<file path="config.mk">
export PLATFORM = sky130hd
export DESIGN_NAME = adc_pwm_multi_flat
export DESIGN_NICKNAME = d
export VERILOG_FILES = /design/src/rtl/adc_pwm_multi_if.sv /design/src/rtl/adc_pwm_multi.sv /design/src/flat_wrapper.sv
export SDC_FILE = /design/constraint.sdc
export NUM_CORES = 1
export LEC_CHECK = 0
export CORE_MARGIN = 5
export CORE_UTILIZATION = 50
export CTS_CLUSTER_SIZE = 28
export DETAILED_ROUTE_END_ITERATION = 16
export GPL_ROUTABILITY_DRIVEN = 0
export GPL_TIMING_DRIVEN = 0
export PLACE_DENSITY = 0.75
export SYNTH_ARGS = -nofsm -noshare
export SYNTH_HDL_FRONTEND = slang
export SYNTH_SLANG_ARGS = --single-unit
</file>
<file path="constraint.sdc">
create_clock -name clk_i -period 3.49 [get_ports clk_i]
set_clock_uncertainty 0.2 [all_clocks]
set_input_delay 0.5235 -clock clk_i [delete_from_list [all_inputs] [get_ports clk_i]]
set_output_delay 0.5235 -clock clk_i [all_outputs]
set_load 0.1 [all_outputs]
</file>
<file path="src/rtl/adc_pwm_multi_if.sv">
// Bus between the multi-channel ADC sampler/PWM block and its surroundings:
// ADC serial pins, enable, captured samples and PWM outputs.
interface adc_pwm_multi_if #(
  parameter int unsigned CH = 2,
  parameter int unsigned DW = 12
);
  logic                enable;
  logic [CH-1:0]       sdata;
  logic                sclk;
  logic                cs;
  logic                sample_valid;
  logic [CH*DW-1:0]    sample_data;
  logic [CH-1:0]       pwm;

  modport master (
    input  enable, sdata,
    output sclk, cs, sample_valid, sample_data, pwm
  );

  modport slave (
    output enable, sdata,
    input  sclk, cs, sample_valid, sample_data, pwm
  );
endinterface

</file>
<file path="src/rtl/adc_pwm_multi.sv">
// Shared-cs/sclk serial ADC reader for CH channels feeding one PWM output per
// channel; duty cycles follow the captured samples, updated only at counter wrap.
module adc_pwm_multi #(
  parameter int unsigned CH       = 2,
  parameter int unsigned DW       = 12,
  parameter int unsigned FRAME    = 16,
  parameter int unsigned SCLK_DIV = 4,
  parameter int unsigned QUIET    = 4
) (
  input  logic             clk_i,
  input  logic             rst_ni,
  adc_pwm_multi_if.master  bus
);

  localparam int unsigned HALF  = SCLK_DIV / 2;
  localparam int unsigned DIV_W = $clog2(SCLK_DIV);
  localparam int unsigned BIT_W = $clog2(FRAME + 1);
  localparam int unsigned QW    = (QUIET > 1) ? $clog2(QUIET) : 1;

  typedef enum logic [1:0] {
    S_IDLE  = 2'd0,
    S_CONV  = 2'd1,
    S_QUIET = 2'd2
  } state_e;

  state_e                 state_q, state_d;
  logic [DIV_W-1:0]       div_q, div_d;
  logic [BIT_W-1:0]       bit_q, bit_d;
  logic [QW-1:0]          quiet_q, quiet_d;
  logic                   cs_q, cs_d;
  logic                   sclk_q, sclk_d;
  logic                   valid_q, valid_d;
  logic [CH-1:0][DW-1:0]  shift_q, shift_d;
  logic [CH-1:0][DW-1:0]  data_q, data_d;
  logic [DW-1:0]          cnt_q, cnt_d;
  logic [CH-1:0][DW-1:0]  duty_q, duty_d;
  logic [CH-1:0]          pwm_q, pwm_d;

  // Frame sequencer. Each sclk period is a high half then a low half, so the
  // FRAME-th rising edge lands on bit_q == FRAME with div_q == 0.
  always_comb begin
    state_d = state_q;
    div_d   = div_q;
    bit_d   = bit_q;
    quiet_d = quiet_q;
    cs_d    = 1'b1;
    sclk_d  = 1'b1;
    valid_d = 1'b0;
    shift_d = shift_q;
    data_d  = data_q;
    unique case (state_q)
      S_IDLE: begin
        if (bus.enable) begin
          state_d = S_CONV;
          div_d   = '0;
          bit_d   = '0;
        end
      end
      S_CONV: begin
        cs_d   = 1'b0;
        sclk_d = (div_q < DIV_W'(HALF));
        if (div_q == '0 && bit_q != '0) begin
          for (int k = 0; k < int'(CH); k++) begin
            shift_d[k] = {shift_q[k][DW-2:0], bus.sdata[k]};
          end
        end
        if (bit_q == BIT_W'(FRAME)) begin
          state_d = S_QUIET;
          quiet_d = '0;
          div_d   = '0;
          bit_d   = '0;
        end else if (div_q == DIV_W'(SCLK_DIV - 1)) begin
          div_d = '0;
          bit_d = bit_q + 1'b1;
        end else begin
          div_d = div_q + 1'b1;
        end
      end
      S_QUIET: begin
        if (quiet_q == '0) begin
          valid_d = 1'b1;
          data_d  = shift_q;
        end
        if (quiet_q == QW'(QUIET - 1)) begin
          state_d = bus.enable ? S_CONV : S_IDLE;
        end else begin
          quiet_d = quiet_q + 1'b1;
        end
      end
      default: state_d = S_IDLE;
    endcase
  end

  // PWM compare uses next counter/duty so pwm_q always matches cnt_q < duty_q.
  always_comb begin
    cnt_d  = cnt_q + 1'b1;
    duty_d = duty_q;
    pwm_d  = '0;
    if (cnt_q == '1) duty_d = data_q;
    for (int k = 0; k < int'(CH); k++) begin
      pwm_d[k] = (cnt_d < duty_d[k]);
    end
  end

  always_ff @(posedge clk_i or negedge rst_ni) begin
    if (!rst_ni) begin
      state_q <= S_IDLE;
      div_q   <= '0;
      bit_q   <= '0;
      quiet_q <= '0;
      cs_q    <= 1'b1;
      sclk_q  <= 1'b1;
      valid_q <= 1'b0;
      shift_q <= '0;
      data_q  <= '0;
      cnt_q   <= '0;
      duty_q  <= '0;
      pwm_q   <= '0;
    end else begin
      state_q <= state_d;
      div_q   <= div_d;
      bit_q   <= bit_d;
      quiet_q <= quiet_d;
      cs_q    <= cs_d;
      sclk_q  <= sclk_d;
      valid_q <= valid_d;
      shift_q <= shift_d;
      data_q  <= data_d;
      cnt_q   <= cnt_d;
      duty_q  <= duty_d;
      pwm_q   <= pwm_d;
    end
  end

  assign bus.cs           = cs_q;
  assign bus.sclk         = sclk_q;
  assign bus.sample_valid = valid_q;
  assign bus.sample_data  = data_q;
  assign bus.pwm          = pwm_q;

endmodule

</file>
<file path="src/flat_wrapper.sv">
// flat-port wrapper written by rule: the top's interface ports become plain ports
module adc_pwm_multi_flat 
#(
  parameter int unsigned CH       = 2,
  parameter int unsigned DW       = 12,
  parameter int unsigned FRAME    = 16,
  parameter int unsigned SCLK_DIV = 4,
  parameter int unsigned QUIET    = 4
)
  (clk_i, rst_ni, bus_enable, bus_sdata, bus_sclk, bus_cs, bus_sample_valid, bus_sample_data, bus_pwm);
  adc_pwm_multi_if #(.CH(CH), .DW(DW)) bus_i ();
  input  logic clk_i;
  input  logic rst_ni;
  input wire logic [$bits(bus_i.enable)-1:0] bus_enable;
  input wire logic [$bits(bus_i.sdata)-1:0] bus_sdata;
  output wire logic [$bits(bus_i.sclk)-1:0] bus_sclk;
  output wire logic [$bits(bus_i.cs)-1:0] bus_cs;
  output wire logic [$bits(bus_i.sample_valid)-1:0] bus_sample_valid;
  output wire logic [$bits(bus_i.sample_data)-1:0] bus_sample_data;
  output wire logic [$bits(bus_i.pwm)-1:0] bus_pwm;
  assign bus_i.enable = bus_enable;
  assign bus_i.sdata = bus_sdata;
  assign bus_sclk = bus_i.sclk;
  assign bus_cs = bus_i.cs;
  assign bus_sample_valid = bus_i.sample_valid;
  assign bus_sample_data = bus_i.sample_data;
  assign bus_pwm = bus_i.pwm;
  adc_pwm_multi #(.CH(CH), .DW(DW), .FRAME(FRAME), .SCLK_DIV(SCLK_DIV), .QUIET(QUIET)) u_core (.clk_i(clk_i), .rst_ni(rst_ni), .bus(bus_i));
endmodule
</file>
==> results of run 1 <==
## cell usage after synthesis, drive strengths merged, types with 2 or more instances
cell type	n	area share, %
dfrtp	98	54
mux2	53	13
inv	40	3.3
ha	31	8.5
mux2i	21	4.6
nand2	19	1.6
nor2	15	1.2
nand3	11	1.3
o21ai	11	1.2
a21oi	7	0.77
xnor2	6	1.1
buf	5	0.63
o21a	5	0.82
a211oi	4	0.66
o22ai	4	0.55
xor2	4	0.77
a21o	3	0.49
nand4	3	0.41
a2111oi	2	0.66
a22o	2	0.38
and2	2	0.27
clkbuf	2	0.16
dfstp	2	1.1
nor2b	2	0.27
nor3	2	0.22
o221ai	2	0.38
or3	2	0.27
or4	2	0.41
## how the worst max path moves through the flow
stage / start / to / slack [ns] / depth (start not counted)
after detailed placement: u_core.cnt_q[0] / u_core.bus.pwm[1] / -0.30 / 12
after CTS: u_core.cnt_q[1] / u_core.bus.pwm[1] / 0.005 / 12
after global placement: rst_ni / u_core.cnt_q[8] / -1.89 / 1
after floorplan: u_core.cnt_q[0] / u_core.bus.pwm[1] / 0.13 / 12
after global routing: u_core.cnt_q[1] / u_core.bus.pwm[1] / 0.003 / 12
final: u_core.cnt_q[1] / u_core.bus.pwm[0] / 0.15 / 12
## repair_timing
item,4_1_cts,5_1_grt
hold buffers,1,0
pin swaps,2,7
buffers inserted,3,2
hold endpoints to repair,42,0
endpoints found under the setup margin,2,2
resized for setup,11,12
## stage by stage
stage | power [mW] | cells | setup WS (ns) | hold slack (ns) | utilization, %
floorplan | 1.21 | 367 | 0.132 | 0.0279 | -
global placement | 1.25 | 508 | -1.89 | 0.233 | 57.2
detailed placement | 1.25 | 509 | -0.305 | 0.229 | 57.5
CTS | 1.93 | 529 | 0.00510 | 0.242 | 60.5
global route | 1.99 | 531 | 0.00320 | 0.264 | 61.5
finish | 1.90 | 531 | 0.149 | 0.242 | 61.5
## where the power goes
group	total (mW)	internal (mW)	switching (mW)	leakage, nW
clock	0.677	0.300	0.378	0.0896
sequential	1.18	1.17	0.0101	1.30
combinational	0.0437	0.0179	0.0258	1.37
## critical path, delay by kind of cell (launching register included)
kind / cells / cell delay [ns]
multiplexers: 1 / 0.24
flip-flops: 1 / 0.41
adder cells (fa/ha/maj): 2 / 0.46
AND/OR/NAND/NOR: 2 / 0.60
buffers and inverters: 2 / 0.33
AO/OA/AOI/OAI: 5 / 0.98
## area by class of cell
cell class,count,area (um2)
flip-flops and latches,100,2510
fillers,685,3390
multi-input cells,220,2000
inverters,40,150
clock inverters,3,21.3
plain buffers,7,48.8
well taps,108,135
clock buffers,13,159
repair buffers,40,403
## kinds of logic after synthesis
group / count (synthesis) / synth area share [%]
flops: 100 / 54.8
buf+inv: 47 / 4.08
fa+ha+maj: 31 / 8.48
simple gates: 63 / 6.84
compound gates: 42 / 6.27
xor+xnor: 10 / 1.92
mux: 74 / 17.6
## routing by layer
metal	track usage, %	up-vias
li1	-	1373
met4	4.81	0
met3	3.24	13
met5	0	-
met1	20.7	1469
met2	28.5	32
## state kept, by name, summed over array words and instances, names as in the netlist
register	cells
u_core.bus.sample_data	24
u_core.duty_q	24
u_core.shift_q	24
u_core.cnt_q	12
u_core.bit_q	5
u_core.bus.pwm	2
u_core.div_q	2
u_core.quiet_q	2
u_core.state_q	2
u_core.bus.cs	1
u_core.bus.sample_valid	1
u_core.bus.sclk	1
==> summary.md, run 1 <==
| Metric | Value |
|---|---|
| Outcome | complete, no violations |
| Initial antenna violation count | 0 |
| PortBufs | 33 |
| Yosys warnings | 0 |
| Vias in the first global route | 3068 |
| Clock buffer count from CTS | 9 |
| Ports | 34 |
| Area of the core | 8810 um2 |
| Reg2Reg Launch Point | u_core.cnt_q[1] |
| Yosys reg bits | 100 |
| CP max stage delay | between 0.5 and 0.6 ns |
| Highest ir drop seen on vdd | roughly 0.19 mV |
| DRT iter0 DRCs | 100 |
| Die footprint | roughly 11000 um2 |
| Post-route DRC violation count | 0 |
| Initial DRT Pass Iterations | 4 |
| Finished Cell Area | approximately 5400 um2 |
| Skew-Pair Late Insertion Delay | about 0.35 ns |
| Reg2reg setup slack | 0.15 ns |
| CP max FO | 10 |
| Worst Path Required | between 3 and 4 ns |
| GRT Total Usage | around 16% |
| Die extent in x | 106 um |
| Vias per std cell | 5.44 |
| EDFF count, synth | 0 |
| Via Count | 2887 |
| Shortest period the worst path allows | 3.34 ns |
| Inserted Diodes | 0 |
| Slew Limit Fails | 0 |
| Post-Route WL | 8640 um |
| Cell Pwr Density | around 350 nW/um2 |
| Async SR Flop Fraction | 100% |
| H-tree depth | 3 |
| Relative slew slack | between 30% and 40% |
| Clock Sinks | 100 |
| RSZ-0062 raised after global routing | no |
| Setup TNS Final | 0 ns |
| Row count | 34 |
| GRT overflow | 0 |
| Mapped Area | ~4600 um2 |
| Avg Inst Size Synth | 12.5 um2 |
| Reg2Reg Depth | 12 |
| Met2 routed WL | 4420 um |
| Starting density of the core | approximately 52% |
| Total length of routed met3 wires | between 200 and 250 um |
| CTS Buffer Depth | 2 |
| Clock transition at path regs | around 0.090 ns |
| Cell Area, Placed | 5060 um2 |
| Post-DRT Antenna Nets | 0 |
| Most common cell after layout, fill and taps aside | dfrtp_1 |
| Worst hold start | u_core.div_q[1] |
| Sequential share of the synthesized area | 54.8% |
| First-pass GRT wire length | roughly 15000 um |
| Avg WL per Cell | between 15 and 20 um |
| Cells after Synth | roughly 370 |
| Most frequent cells in the layout | dfrtp_1, mux2_2, inv_1, clkdlybuf4s50_1, ha_1 |
| Tightest Pin Transition | ~0.98 ns |
| Die height | around 110 um |
| Clk root buf | clkbuf_8 |
| Worst hold path class | register to register |
| Crit-path cells | ha_4, nand3_2, or4_4, buf_6, buf_6, mux2i_1, ha_1, o21a_1, o21a_1, o21ai_0, o221ai_2, a2111oi_2 |
| Met1 WL | just under 4000 um |
| Uppermost layer routed | met4 |
| Final #Nets | about 450 |
| CTS tree | built |
| Hold Crit Depth | 1 |
| Max-Cap Viols | 0 |
| Setup crit end kind | register |
| Hpwl dp | approximately 6300 um |
| Fin crit share | between 90% and 100% |
| Reg-to-reg critical path endpoint | u_core.bus.pwm[0] |
| Critical path class | register to register |
| Setup violations, final | 0 |
| Final Hold Fails | 0 |
| Largest net degree at the start of global routing | 59 |
| Critical Path Start Type | register |
| Syn Nets | around 400 |
| WP data arrival | ~3.4 ns |
| Worst Hold Path EP | u_core.bus.sclk |
| Netlist cell types | 39 |
| Fmax | 0.299 GHz |
| Area Growth Syn to Fin | 18.5% |
| CP max-delay cell | or4_4 |
| Proportion of layout cells with a drive suffix above 1 | 22.7% |
| Ys flop type | dfrtp_1 |
| P_leak | approximately 2.8 nW |
(Power assumes the default switching activity.)
==> run 2: changes to the inputs <==
--- a/config.mk
+++ b/config.mk
@@ -5,6 +5,7 @@
 export SDC_FILE = /design/constraint.sdc
 export NUM_CORES = 1
 export LEC_CHECK = 0
+export CAP_MARGIN = 30
 export CORE_MARGIN = 5
 export CORE_UTILIZATION = 50
 export CTS_CLUSTER_SIZE = 28
==> summary.md, run 2 (synthesis gave the netlist of run 1 again) <==
| Metric | Value |
|---|---|
| Outcome | complete, no violations |
| Fin util | about three fifths |
| Reg2Reg Depth | 12 |
| WP data arrival | 3.39 ns |
| Tightest Pin Transition | between 0.9 and 1 ns |
| Design Power | between 1.5 and 2 mW |
| CP max stage delay | about 0.53 ns |
| Reg2reg setup slack | ~0.15 ns |
| Clock buffer count from CTS | 9 |
| CTS tree | built |
| Final Worst Setup Slack | about 0.15 ns |
| Most frequent cells in the layout | dfrtp_1, mux2_2, inv_1, clkdlybuf4s50_1, ha_1 |
| Final #Nets | ~450 |
| FF/Latch Area | between 2000 and 3000 um2 |
| Clk root buf | clkbuf_8 |
| Slew Limit Fails | 0 |
| Final Hold Fails | 0 |
| Avg WL per Cell | about 16 um |
| Dpl cells | a little over 500 |
| Fmax | ~0.3 GHz |
| Inserted Diodes | 0 |
| Post-route DRC violation count | 0 |
| Die extent in x | 106 um |
| Ports | 34 |
| P_leak | 2.76 nW |
| RSZ-0062 raised after global routing | no |
| Clock transition at path regs | roughly 0.090 ns |
| Hold Crit Depth | 1 |
| DRT iter0 DRCs | 100 |
| CP endpoint | u_core.bus.pwm[0] |
| Hpwl dp | about 6300 um |
| Via Count | between 2000 and 3000 |
| Post-Route WL | 8640 um |
| Post-DRT Antenna Nets | 0 |
| Highest ir drop seen on vdd | ~0.19 mV |
| Worst Path Required | about 3.5 ns |
| Fin crit share | between 90% and 100% |
| Setup crit end kind | register |
| Fillers | 685 |
| Final instance count without filler cells | around 530 |
| Critical path class | register to register |
| Skew-Pair Late Insertion Delay | about 0.35 ns |
| Die footprint | between 10000 and 15000 um2 |
| Max-Cap Viols | 0 |
| Reg2Reg Launch Point | u_core.cnt_q[1] |
| Worst hold start | u_core.div_q[1] |
| CP max-delay cell | or4_4 |
| Row count | 34 |
| Proportion of layout cells with a drive suffix above 1 | around 23% |
| Vias in the first global route | between 3000 and 4000 |
| Most common cell after layout, fill and taps aside | dfrtp_1 |
| Starting density of the core | 51.9% |
| Relative slew slack | about a third |
| Initial DRT Pass Iterations | 4 |
| First-pass GRT wire length | 14600 um |
| Reg-to-reg critical path endpoint | u_core.bus.pwm[0] |
| Setup TNS Final | 0 ns |
| Initial antenna violation count | 0 |
| Die height | roughly 110 um |
| Worst hold path class | register to register |
| Clock Sinks | 100 |
| Area Growth Syn to Fin | 18.5% |
| Worst setup path start | u_core.cnt_q[1] |
| Area of the core | between 8000 and 9000 um2 |
| Area of the multi-input gates | 2000 um2 |
| H-tree depth | 3 |
| Crit-path cells | ha_4, nand3_2, or4_4, buf_6, buf_6, mux2i_1, ha_1, o21a_1, o21a_1, o21ai_0, o221ai_2, a2111oi_2 |
| Largest net degree at the start of global routing | 59 |
| Worst slack, placed | -0.305 ns |
| PortBufs | 33 |
| Vias per std cell | around 5.4 |
| Cell Pwr Density | between 300 and 400 nW/um2 |
| Setup violations, final | 0 |
| GRT Total Usage | 16.3% |
| GRT overflow | 0 |
| Shortest period the worst path allows | between 3 and 4 ns |
| CTS Buffer Depth | 2 |
| Critical Path Start Type | register |
| CP max FO | 10 |
run 2: cell counts in the layout (fill, tap and decap cells not counted):
No cell type changed its count.
run 2: power breakdown:
| group | switching [mW] | total, mW | internal [mW] | leakage, nW |
|---|---|---|---|---|
| Combinational | 0.0258 | 0.0437 | 0.0179 | 1.37 |
| Sequential | 0.0101 | 1.18 | 1.17 | 1.30 |
| Clock | 0.378 | 0.677 | 0.300 | 0.0896 |
run 2: metrics by stage:
stage | hold WS (ns) | cell area, um2
4_1_cts | 0.242 | 5330
3_5_place_dp | 0.229 | 5060
2_1_floorplan | 0.0279 | 4570
6_report | 0.242 | 5420
3_3_place_gp | 0.233 | 5040
5_1_grt | 0.264 | 5420
run 2: final cells by class:
| type | instances | area share, % |
|---|---|---|
| clock buffers | 13 | 2.93 |
| multi-input cells | 220 | 36.8 |
| well taps | 108 | 2.49 |
| clock inverters | 3 | 0.393 |
| inverters | 40 | 2.77 |
| repair buffers | 40 | 7.43 |
| plain buffers | 7 | 0.900 |
| flip-flops and latches | 100 | 46.2 |
run 2: repair_timing:
| action | 4_1_cts | 5_1_grt |
|---|---|---|
| hold endpoints to repair | 42 | 0 |
| hold buffers | 1 | 0 |
| pin swaps | 2 | 7 |
| setup buffers | 3 | 2 |
| gates resized for setup | 11 | 12 |
| cloned | 0 | 0 |
| setup endpoints to repair | 2 | 2 |
run 2: worst min-delay path by stage:
stage	end	slack, ns
after floorplan	u_core.bit_q[0]	0.03
after global placement	u_core.bus.sclk	0.23
final	u_core.bus.sclk	0.24
after global routing	u_core.bus.sclk	0.26
after CTS	u_core.bus.sclk	0.24
after detailed placement	u_core.bus.sclk	0.23
run 2: critical path, delay by kind of cell, from the launching register on:
kind	cells	cell delay [ns]
and+or+nand+nor	2	0.60
adders and majority gates	2	0.46
AOI/OAI and AO/OA	5	0.98
DFF	1	0.41
muxes	1	0.24
buffers and inverters	2	0.33
run 2: layer usage:
layer / part of all wire (%) / track usage (%)
met1: 45 / 20.7
met2: 51 / 28.5
met3: 2.3 / 3.24
met4: 1.5 / 4.81
met5: 0 / 0
